## src/rtl/ir_cmd_ctrl.sv

```systemverilog
// IR remote command controller: maps decoded NEC command bytes onto a queued
// snake direction, a pause toggle and a restart pulse. Optional IR_LOCKOUT_EN adds repeat-code lockout.
module ir_cmd_ctrl #(
  parameter logic [7:0]  CODE_UP      = 8'h18,
  parameter logic [7:0]  CODE_DOWN    = 8'h52,
  parameter logic [7:0]  CODE_LEFT    = 8'h08,
  parameter logic [7:0]  CODE_RIGHT   = 8'h5A,
  parameter logic [7:0]  CODE_PAUSE   = 8'h1C,
  parameter logic [7:0]  CODE_RESTART = 8'h16,
  parameter logic [22:0] LOCK_CYC     = 23'd5_000_000
) (
  input  logic       clk,
  input  logic       rst_n,
  input  logic [7:0] ir_data,
  input  logic       ir_dout_vld,
  input  logic       tick,
  output logic [1:0] dir,
  output logic       dir_chg,
  output logic       paused,
  output logic       restart,
  output logic       key_drop
);

  typedef enum logic {RUN = 1'b0, PAUSE = 1'b1} state_e;

  state_e          state_q, state_d;
  logic [1:0]      dir_q, dir_d;
  logic            dir_chg_q, dir_chg_d;
  logic            restart_q, restart_d;
  logic            key_drop_q, key_drop_d;
  logic [1:0][1:0] fifo_q, fifo_d;
  logic [1:0]      cnt_q, cnt_d;

  logic       is_dir, is_pause, is_rst, known;
  logic [1:0] cmd_dir, ref_dir, wr_idx;
  logic       vld_eff, pop, accept;

  always_comb begin
    is_dir   = 1'b1;
    cmd_dir  = 2'b00;
    is_pause = 1'b0;
    is_rst   = 1'b0;
    if      (ir_data == CODE_UP)    cmd_dir = 2'b00;
    else if (ir_data == CODE_DOWN)  cmd_dir = 2'b01;
    else if (ir_data == CODE_LEFT)  cmd_dir = 2'b10;
    else if (ir_data == CODE_RIGHT) cmd_dir = 2'b11;
    else begin
      is_dir   = 1'b0;
      is_pause = (ir_data == CODE_PAUSE);
      is_rst   = (ir_data == CODE_RESTART);
    end
    known = is_dir | is_pause | is_rst;
  end

`ifdef IR_LOCKOUT_EN
  logic [7:0]  last_q, last_d;
  logic [22:0] lock_q, lock_d;
  logic        locked;

  // A repeat of the last recognised code is swallowed while the counter runs.
  assign locked  = known && (lock_q != '0) && (ir_data == last_q);
  assign vld_eff = ir_dout_vld & ~locked;

  always_comb begin
    last_d = last_q;
    lock_d = lock_q;
    if (ir_dout_vld && known && !locked) begin
      last_d = ir_data;
      lock_d = LOCK_CYC;
    end else if (lock_q != '0) begin
      lock_d = lock_q - 23'd1;
    end
  end

  always_ff @(posedge clk or negedge rst_n) begin
    if (!rst_n) begin
      last_q <= '0;
      lock_q <= '0;
    end else begin
      last_q <= last_d;
      lock_q <= lock_d;
    end
  end
`else
  logic unused_lock;
  assign unused_lock = ^LOCK_CYC;
  assign vld_eff     = ir_dout_vld;
`endif

  // New directions are judged against the last queued one, not the live one.
  assign ref_dir = (cnt_q == 2'd2) ? fifo_q[1] :
                   (cnt_q == 2'd1) ? fifo_q[0] : dir_q;
  assign pop     = tick && (state_q == RUN) && (cnt_q != 2'd0);
  assign accept  = vld_eff && is_dir && (state_q == RUN) && (cnt_q < 2'd2) &&
                   (cmd_dir != ref_dir) && (cmd_dir[1] != ref_dir[1]);
  assign wr_idx  = cnt_q - {1'b0, pop};

  always_comb begin
    state_d    = state_q;
    dir_d      = dir_q;
    fifo_d     = fifo_q;
    cnt_d      = cnt_q;
    dir_chg_d  = 1'b0;
    restart_d  = 1'b0;
    key_drop_d = 1'b0;
    if (vld_eff && is_rst) begin
      restart_d = 1'b1;
      cnt_d     = 2'd0;
      dir_d     = 2'b11;
      state_d   = RUN;
    end else begin
      if (pop) begin
        dir_d     = fifo_q[0];
        dir_chg_d = 1'b1;
        fifo_d[0] = fifo_q[1];
      end
      if (accept) fifo_d[wr_idx[0]] = cmd_dir;
      cnt_d = cnt_q - {1'b0, pop} + {1'b0, accept};
      if (vld_eff && is_pause) state_d = (state_q == RUN) ? PAUSE : RUN;
      if (vld_eff && ((is_dir && !accept) || !known)) key_drop_d = 1'b1;
    end
  end

  always_ff @(posedge clk or negedge rst_n) begin
    if (!rst_n) begin
      state_q    <= RUN;
      dir_q      <= 2'b11;
      fifo_q     <= '0;
      cnt_q      <= 2'd0;
      dir_chg_q  <= 1'b0;
      restart_q  <= 1'b0;
      key_drop_q <= 1'b0;
    end else begin
      state_q    <= state_d;
      dir_q      <= dir_d;
      fifo_q     <= fifo_d;
      cnt_q      <= cnt_d;
      dir_chg_q  <= dir_chg_d;
      restart_q  <= restart_d;
      key_drop_q <= key_drop_d;
    end
  end

  assign dir      = dir_q;
  assign dir_chg  = dir_chg_q;
  assign paused   = (state_q == PAUSE);
  assign restart  = restart_q;
  assign key_drop = key_drop_q;

endmodule
```

## config.mk

```make
export PLATFORM = sky130hd
export DESIGN_NAME = ir_cmd_ctrl
export DESIGN_NICKNAME = d
export VERILOG_FILES = /design/src/rtl/ir_cmd_ctrl.sv
export SDC_FILE = /design/constraint.sdc
export NUM_CORES = 1
export LEC_CHECK = 0
export ABC_AREA = 1
export CORE_ASPECT_RATIO = 1.2
export CORE_UTILIZATION = 25
export CTS_CLUSTER_DIAMETER = 50
export CTS_CLUSTER_SIZE = 8
export DETAILED_ROUTE_END_ITERATION = 6
export PLACE_DENSITY = 0.44
export SLEW_MARGIN = 20
export SYNTH_ARGS = -nofsm -noshare
export SYNTH_HDL_FRONTEND = slang
export SYNTH_SLANG_ARGS = --single-unit
```

## constraint.sdc

```tcl
create_clock -name clk -period 2.33 [get_ports clk]
set_input_delay 0.466 -clock clk [delete_from_list [all_inputs] [get_ports clk]]
set_output_delay 0.466 -clock clk [all_outputs]
set_load 0.02 [all_outputs]
```

# Yosys cells after proc, flatten, opt, wreduce, memory -nomap -nowiden
# Cells that the tools add are included.
[word_totals]
wordCells = 81
reg_bits = 12
out_inout_bits = 6
inputBits = 12
[classes]
n_eq_ne = 10
addsub = 2
n_reduce_logical = 19
bitwise_logic = 4
n_mux = 35
order_cmp = 3
[ops]
columns = ["op", "n"]
rows = [
  ["$mux W2", 13],
  ["$eq A8 B5 Y1 const B", 3],
  ["$mux W1", 20],
  ["$eq A8 B7 Y1 const B", 2],
  ["$logic_and A1 B1 Y1", 12],
  ["$eq A8 B4 Y1 const B", 1],
  ["$reduce_bool A2 Y1", 3],
  ["$bwmux W4", 1],
  ["$add A2 B1 Y2", 1],
  ["$demux W2 S1", 1],
  ["$eq A2 B1 Y1 const B", 1],
  ["$eq A2 B2 Y1 const B", 1],
  ["$logic_not A1 Y1", 2],
  ["$lt A1 B2 Y1 const B", 1],
  ["$lt A2 B2 Y1 const B", 1],
  ["$ne A2 B2 Y1", 1],
  ["$not A1 Y1", 2],
  ["$or A1 B1 Y1", 2],
  ["$reduce_and A2 Y1", 1],
  ["$sub A2 B1 Y2", 1],
  ["$ge A1 B1 Y1 const B", 1],
  ["$logic_or A1 B1 Y1", 1],
  ["$ne A1 B1 Y1", 1],
]

# Logic depth before layout (Yosys ltp)
[logic_depth]
depth_word = 16
ltp_mapped = 12
mapped_depth_nobuf = 12

# Worst setup path before layout
# Ideal clock, no wire load.
[synth_timing]
path_type = "flip-flop to flip-flop"
from = "register state_q, in the netlist paused"
to = "register cnt_q[1]"
setup_time_ps = 113
n_path_buf = 0
period_less_slack_ps = 1756
path_slack_ps = 574
t_arrival_ps = 1643
required_ps = 2217
path_stages_with_launch = 10
path_cell_list = "dfrtp_1 -> inv_1 -> nand3_1 -> inv_1 -> ha_1 -> inv_1 -> ha_1 -> xnor2_1 -> nand2_1 -> inv_1"
[synth_between]
elab_chain_cells = 7
word_cells_on_any_way = 10
cone_classes = "add/sub (2); mux (1); bitwise (1); reduce/logical (6)"
[synth_rtl]
columns = ["item", "line", "source"]
rows = [
  ["from (decl)", "26", "state_e state_q, state_d;"],
  ["from (signal assigned)", "134", "state_q <= state_d;"],
  ["$not A1 Y1 *", "--", ""],
  ["parallel branches: the longest is 4 deep, another holds $sub A2 B1 Y2", "--", ""],
  ["$add A2 B1 Y2 *", "118", "cnt_d = cnt_q - {1'b0, pop} + {1'b0, accept};"],
  ["$mux W2 *", "106", "if (vld_eff && is_rst) begin"],
  ["net cnt_d[1]", "32", "logic [1:0] cnt_q, cnt_d;"],
  ["to (signal assigned)", "137", "cnt_q <= cnt_d;"],
  ["to (decl)", "32", ""],
]
# Mark *: on every way through the listed nets, which the timed path passes.
# A chain may end at the register's enable or synchronous reset.

# Final worst setup path
[layout_timing]
from = "input tick"
to = "register fifo_q[0] in the netlist's numbering"
[layout_between]
elab_chain_cells = 9
word_cells_on_any_way = 12
cone_classes = "add/sub (1); order compare (2); mux (6); reduce/logical (3)"
[layout_rtl]
columns = ["item", "line", "source"]
rows = [
  ["from (decl)", "16", "input logic tick,"],
  ["$logic_and A1 B1 Y1 * (2 in series)", "93", "assign pop = tick && (state_q == RUN) && (cnt_q != 2'd0);"],
  ["$sub A2 B1 Y2", "--", ""],
  ["$lt A1 B2 Y1 (not written as such) / $ge A1 B1 Y1 (equally long branches)", "117", "if (accept) fifo_d[wr_idx[0]] = cmd_dir;"],
  ["$logic_and A1 B1 Y1 (not written as such)", "117", ""],
  ["$mux W2 (not written as such)", "117", ""],
  ["$demux W2 S1", "117", ""],
  ["$bwmux W4", "117", ""],
  ["$mux W2 *", "117", ""],
  ["to (signal assigned)", "136", "fifo_q <= fifo_d;"],
  ["to (decl)", "31", "logic [1:0][1:0] fifo_q, fifo_d;"],
]
# Every way passes the cells marked *; elsewhere a longest branch is shown, timed or not. The select of a mux whose other input is x is not followed.

==> run_results.csv <==
group,metric,value,unit
worst_setup_path,cp_slowest_cell,"clkdlybuf4s50_1",
layout,diodes,0,
floorplanning,num_rows,23,
synth,synth_flop_cell,"dfrtp_1",
clocking,numCtsBuffers,3,
timing,slew_headroom,0.6437,
worst_setup_path,cp_slowest_stage_delay,450,ps
route,drt_pre_antenna_iters,6,
synth,yosysUniqueCellTypes,19,
timing,min_period,1963,ps
synth,async_flop_share,1.000,
floorplanning,die-area,3936,µm²
floorplanning,fp.coreArea,3425,µm²
synth,yosysSeqAreaShare,0.3284,
timing,worst_pin_slew,532.7,ps
clocking,cts_resized,0,
power_and_ir_drop,p_leak,0.0006323,µW
route,drc,2,
global_route,grt_usage,0.1204,
synth,synth_most_common_cell,"nand2_1",
global_route,grt_pass1_vias,891,
layout,area_growth,27.95,%
timing,skew,6.143,ps
worst_setup_path,cp_cell_sequence,"clkdlybuf4s50_1, nand3_1, inv_1, ha_1, inv_1, nand3_1, nand2_1, inv_1, nand3_1, nand3_1, nand2_1",
clocking,post_cts_buffers,0,
worst_setup_path,start_kind,"primary input",
clocking,h-tree-depth,1,
timing,clock.fmax,509.5,MHz
timing,rsz0062_at_grt,"no",
synth,synth_edf_count,0,
layout,design_area,1180,µm²
synth,synth_nets,158,
timing,fin_crit_sh,0.8423,
worst_setup_path,arrival,2090,ps
outcome,violations,"DRC",
route,first_iter_violations,25,
synth,syn_area,922.1,µm²
hold_path,min_path_type,"reg2reg",
synth,netlist_instances,144,
clocking,root_buffer,"clkbuf_8",
route,avgRoutedWirePerCell,10.07,µm
placement,post_dp_cell_area,1139,µm²
worst_setup_path,required,2460,ps
synth,synth_area_leaders,"dfrtp_1, nand2_1, inv_1, nand3_1, dfstp_2",
synth,ys_seq_elements,12,
floorplanning,dieWidth,57.44,µm
layout,fill_cells,363,
route,wl,2024,µm
timing,maxSlewViolCount,0,
route,ant_nets,0,
worst_setup_path,crit_top_cell,"nand3_1",
floorplanning,chipHeight,68.53,µm
clocking,cts_tree,"done",
layout,final_core_util,0.3445,
synth,synth_top_cell_area_share,0.2714,
synth,post-synth-top-area-cell,"dfrtp_1",
layout,multi_input_area,510.5,µm²
floorplanning,start_util,0.2693,
timing,timing.hold.ws,475.6,ps
global_route,antenna_found_initial,0,
placement,hpwl,1754,µm
worst_setup_path,crit_fanout,6,
worst_setup_path,endpoint_kind,"register",
clocking,cts_hold_buf,0,
clocking,worstSkewPairLatency,240,ps
worst_setup_path,critPathKind,"in2reg",
timing,setup_viol,0,
clocking,clk_pin_slew,50,ps
synth,synthTopCellsByCount,"nand2_1, inv_1, nor2_1",
clocking,clockBufferDepth,2,
floorplanning,ioPinCount,18,
job,maxCapViolations,0,
route,vias_per_cell,4.483,
timing,hold_viol_final,0,
outcome,status,"complete, but fails checks",
global_route,overflow,0,
worst_setup_path,worst-path-buf-inv,4,
power_and_ir_drop,max-vdd-ir-drop,0.2377,mV
timing,tns,0,ps
layout,num-nets-final,180,
worst_setup_path,path_delay_family,"buffers and inverters",
global_route,grt_start_max_net_pins,13,
layout,register_area,302.8,µm²
synth,syn_avg_cell_area,6.404,µm²
layout,layout-drive-gt1-share,0.1524,
placement,routabilityCongestion,0.8471,
synth,ys_warn_count,0,
clocking,clock-sinks,12,
route,route.vias.total,901,
placement,portBuffers,17,
power_and_ir_drop,cellPowerDensity,831.2,nW/µm²
global_route,grt_pass1_wl,3560,µm
==> layer usage <==
layer | GRT usage | part of all wire
met1 | 0.1207 | 0.43
met2 | 0.2456 | 0.52
met3 | 0.02052 | 0.042
met4 | 0.04573 | 0.0074
met5 | 0 | 0
==> worst reg2reg max path: stages (launching register included) <==
cell and delay [ps]:
dfrtp_1 450, inv_2 90, nand2_1 80, nand3_1 140, inv_1 90, ha_1 410
inv_1 110, nand3_1 90, nand2_1 50, inv_1 50, nand3_1 70, nand3_1 90
nand2_1 50
==> power breakdown <==
part	internal [µW]	switching, µW	leakage, µW
Clock	114	74.1	0.0000216
Sequential	279	45.6	0.000145
Combinational	182	286	0.000466
Total	575	406	0.000632
==> cell type report <==
cell class | instances | area share
inverters | 29 | 0.09226
multi-input cells | 103 | 0.4327
well taps | 37 | 0.03924
flip-flops and latches | 12 | 0.2566
repair buffers | 17 | 0.1442
clock buffers | 3 | 0.03499
==> final timing paths <==
check | start | to | slack [ps] | cells past startpoint
setup reg to reg | cnt_q[1] | fifo_q[0] | 440 | 12
max in group asynchronous | rst_n | dir[0] | 1390 | 1
min in group asynchronous | rst_n | cnt_q[0] | 570 | 1
setup / recovery | tick | fifo_q[0] | 370 | 11
hold / removal | fifo_q[1] | fifo_q[1] | 480 | 2
hold reg to reg | fifo_q[1] | fifo_q[1] | 480 | 2
==> flip-flops by register name, summed over array words and instances, names as in the netlist <==
signal / cells
fifo_q: 4
cnt_q: 2
dir: 2
dir_chg: 1
key_drop: 1
paused: 1
restart: 1
==> metrics by stage <==
stage,setup slack (ps),power [µW],cells
3_3_place_gp,178.3,802.9,198
3_5_place_dp,106.4,803.8,198
6_report,367.5,980.7,201
4_1_cts,364.3,996.4,201
5_1_grt,134.8,1086,201
2_1_floorplan,573.9,656.6,144
==> cells by family (layout without fill, tap and decap cells) <==
group,after synthesis,in the layout,share of synthesized area
and+or+nand+nor,91,91,0.4640
DFF,12,12,0.3284
xor gates and xnor gates,2,2,0.01900
adders and majority gates,2,2,0.02713
AOI/OAI and AO/OA,8,8,0.04342
buffers and inverters,29,49,0.1181
==> placed cells by master (no fill, tap or decap) <==
master,instances
nand2_1,46
inv_1,24
clkdlybuf4s50_1,17
nor2_1,14
nand3_1,12
dfrtp_1,10
inv_2,5
nand2_2,5
nor2_2,5
a21oi_1,4
nor2_4,3
clkbuf_8,3
nor3_1,2
o21ai_0,2
xnor2_1,2
nand4_1,2
o21ai_1,2
ha_1,2
dfstp_2,2
nand4_2,1
nand2_4,1
No activity file was read; power rests on OpenSTA's default activity.
==> RTL edit (config.mk and constraints unchanged) <==
Add a define of `IR_LOCKOUT_EN`.
--- a/src/rtl/ir_cmd_ctrl.sv
+++ b/src/rtl/ir_cmd_ctrl.sv
@@ -1,5 +1,7 @@
 // IR remote command controller: maps decoded NEC command bytes onto a queued
 // snake direction, a pause toggle and a restart pulse. Optional IR_LOCKOUT_EN adds repeat-code lockout.
+`define IR_LOCKOUT_EN
+
 module ir_cmd_ctrl #(
   parameter logic [7:0]  CODE_UP      = 8'h18,
   parameter logic [7:0]  CODE_DOWN    = 8'h52,
Function: changed (Yosys sat finds a counterexample within 4 cycles, from zero or initial values and one cycle with rst_n low).
==> RTL edit against the unedited design <==
  * Synthesized area increased to 3.0 times the old value
  * Power rose to 2.9 times the old value
  * Clock skew down 0.00064 ns
  * Critical endpoint is now cnt_q[1]
  * Final area grew to 2.8 times the old value
  * Routed wire length rose to 3.2 times the old value
  * Clock power rose to 4.0 times the old value
  * Setup slack worse by 0.16 ns
  * Combinational power increased by 110%
  * Sequential cell count increased by 31
==> RTL edit: results (changes against the unedited design) <==
| Metric | Value |
|---|---|
| Status | `completed (was complete, but fails checks)` |
| Placed Cells incl. Taps | `551 (was 198)` |
| Num CTS Buffers | `5 (was 3)` |
| Syn_nets | `407 (was 158)` |
| Post-CTS setup buffer count | `0 (unchanged)` |
| # DRC | `0 (was 2)` |
| Crit path max fanout | `3 (was 6)` |
| H-tree depth | `2 (was 1)` |
| DR vias/cell | `4.25 (was 4.48)` |
| Fillers | `1147 (was 363)` |
| Port Buffer Count | `17 (unchanged)` |
| Largest net degree at the start of global routing | `44 (was 13)` |
| Post-Syn Instances | `392 (was 144)` |
| Worst Path Arrival | `2.30 ns (was 2.09 ns)` |
| Max-slew headroom | `0.727 (was 0.644)` |
| LEAKAGE | `0.00175 uW (was 0.000632 uW)` |
| Synth area leaders | `dfrtp_1 37%, nand2_1 16%, inv_1 9.0% (was dfrtp_1 27%, nand2_1 19%, inv_1 9.8%)` |
| Share of cells above drive strength 1 | `0.126 (was 0.152)` |
| Root buffer cell | `clkbuf_16 (was clkbuf_8)` |
| VDD IR-drop max | `330 uV (was 238 uV)` |
| Max Clock Skew | `0.00550 ns (was 0.00614 ns)` |
| GRT Overall Usage | `0.123 (was 0.120)` |
| Warnings, synthesis | `0 (unchanged)` |
| DRT Pass-1 Iters | `4 (was 6)` |
| # nets final | `444 (was 180)` |
| First-pass GRT wire length | `11000 um (was 3560 um)` |
| Synth top cells by count | `115 x nand2_1, 66 x inv_1, 56 x nor2_1, 41 x dfrtp_1, 28 x nand3_1 (was 46 x nand2_1, 24 x inv_1, 14 x nor2_1, 12 x nand3_1, 10 x dfrtp_1)` |
| Sequential area share after synthesis | `0.392 (was 0.328)` |
| Ys async rst share | `1.00 (unchanged)` |
| WL final | `6430 um (was 2020 um)` |
| Yosys cell types | `28 (was 19)` |
| Post-DP HPWL | `4890 um (was 1750 um)` |
| Post-CTS sizing | `0 (unchanged)` |
| Synth Flop Type | `dfrtp_1 (unchanged)` |
| Dpl ws | `-0.178 ns (was 0.106 ns)` |
| Cells on worst reg2reg path | `9 (was 12)` |
| Ant. Diodes | `0 (unchanged)` |
| Hold crit path type | `input pin to asynchronous set/reset pin (was flip-flop to flip-flop)` |
| Non-filler instance count after layout | `559 (was 201)` |
| GPL Wtd Cong | `0.806 (was 0.847)` |
| Initial drt markers | `56 (was 25)` |
| Antenna viol nets, final | `0 (unchanged)` |
| Vias in the first global route | `2336 (was 891)` |
| Clk_lat worst skew | `0.29 ns (was 0.24 ns)` |
## RTL edit: cell types whose count changed in the layout (fill, tap and decap cells not counted), sizes merged, moves of 5 or more
cell    delta
inv       +42
nand2     +67
nor2      +45
dfrtp     +31
xnor2      +7
buf       +19
nand3     +19
nor4       +6
xor2      +13
clkbuf     +5
## RTL edit: per-layer routing
layer  share of wire  vias up  wire, um  global-route usage
met4           0.017        0       112              0.0465
li1                -     1269         -                   -
met1            0.47     1057      3010               0.148
met2            0.48       43      3120               0.220
met5               0        -         0                   0
met3           0.030        7       190              0.0232
## RTL edit: path summary, 6_finish.rpt
| check | endpoint | slack (ns) | startpoint |
|---|---|---|---|
| worst max-delay path | cnt_q[1] | 0.21 | ir_data[4] |
| worst min-delay path | lock_q[21] | 0.15 | rst_n |
| worst max register to register | lock_q[17] | 0.26 | lock_q[0] |
| worst min register to register | fifo_q[2] | 0.48 | fifo_q[2] |
| max in group asynchronous | dir[1] | 1.91 | rst_n |
| min in group clk | fifo_q[2] | 0.48 | fifo_q[2] |
## RTL edit: logic make-up (layout without fill, tap and decap cells)
group / Yosys count / in the layout / synth area share
AND/OR/NAND/NOR: 232 / 232 / 0.377
buffers and inverters: 76 / 114 / 0.113
flip-flops: 43 / 43 / 0.392
XOR/XNOR: 22 / 22 / 0.0701
AO/OA/AOI/OAI: 16 / 16 / 0.0337
adder cells (fa/ha/maj): 3 / 3 / 0.0137
## RTL edit: area by class of cell
class	count	area [um2]	share of cell area
flip-flops and latches	43	1080	0.322
clock buffers	8	156	0.0466
repair buffers	35	328	0.0977
well taps	129	161	0.0481
inverters	71	267	0.0794
multi-input cells	273	1360	0.407
## RTL edit: worst max-delay path, stage by stage
cell,delay (ns)
clkdlybuf4s50_1,0.54
inv_2,0.06
nor2_2,0.10
nand2_1,0.10
nor2_1,0.19
nor2_2,0.08
nand3_4,0.10
nand2_4,0.07
nand2_1,0.13
nor2_4,0.05
ha_1,0.20
xnor2_1,0.12
nand2_1,0.06
inv_1,0.04
## RTL edit: power breakdown
group          switching (uW)  total [uW]  internal (uW)
registers                 163        1100            932
logic                     564         971            406
clock network             297         754            457
total                    1020        2820           1800
## RTL edit: through the flow
stage,util,instance area [um2],power [uW]
6_report,0.316,3350,2820
4_1_cts,0.315,3350,2870
2_1_floorplan,-,2750,1780
5_1_grt,0.316,3350,3060
3_5_place_dp,0.300,3190,2080
3_3_place_gp,0.300,3190,2090
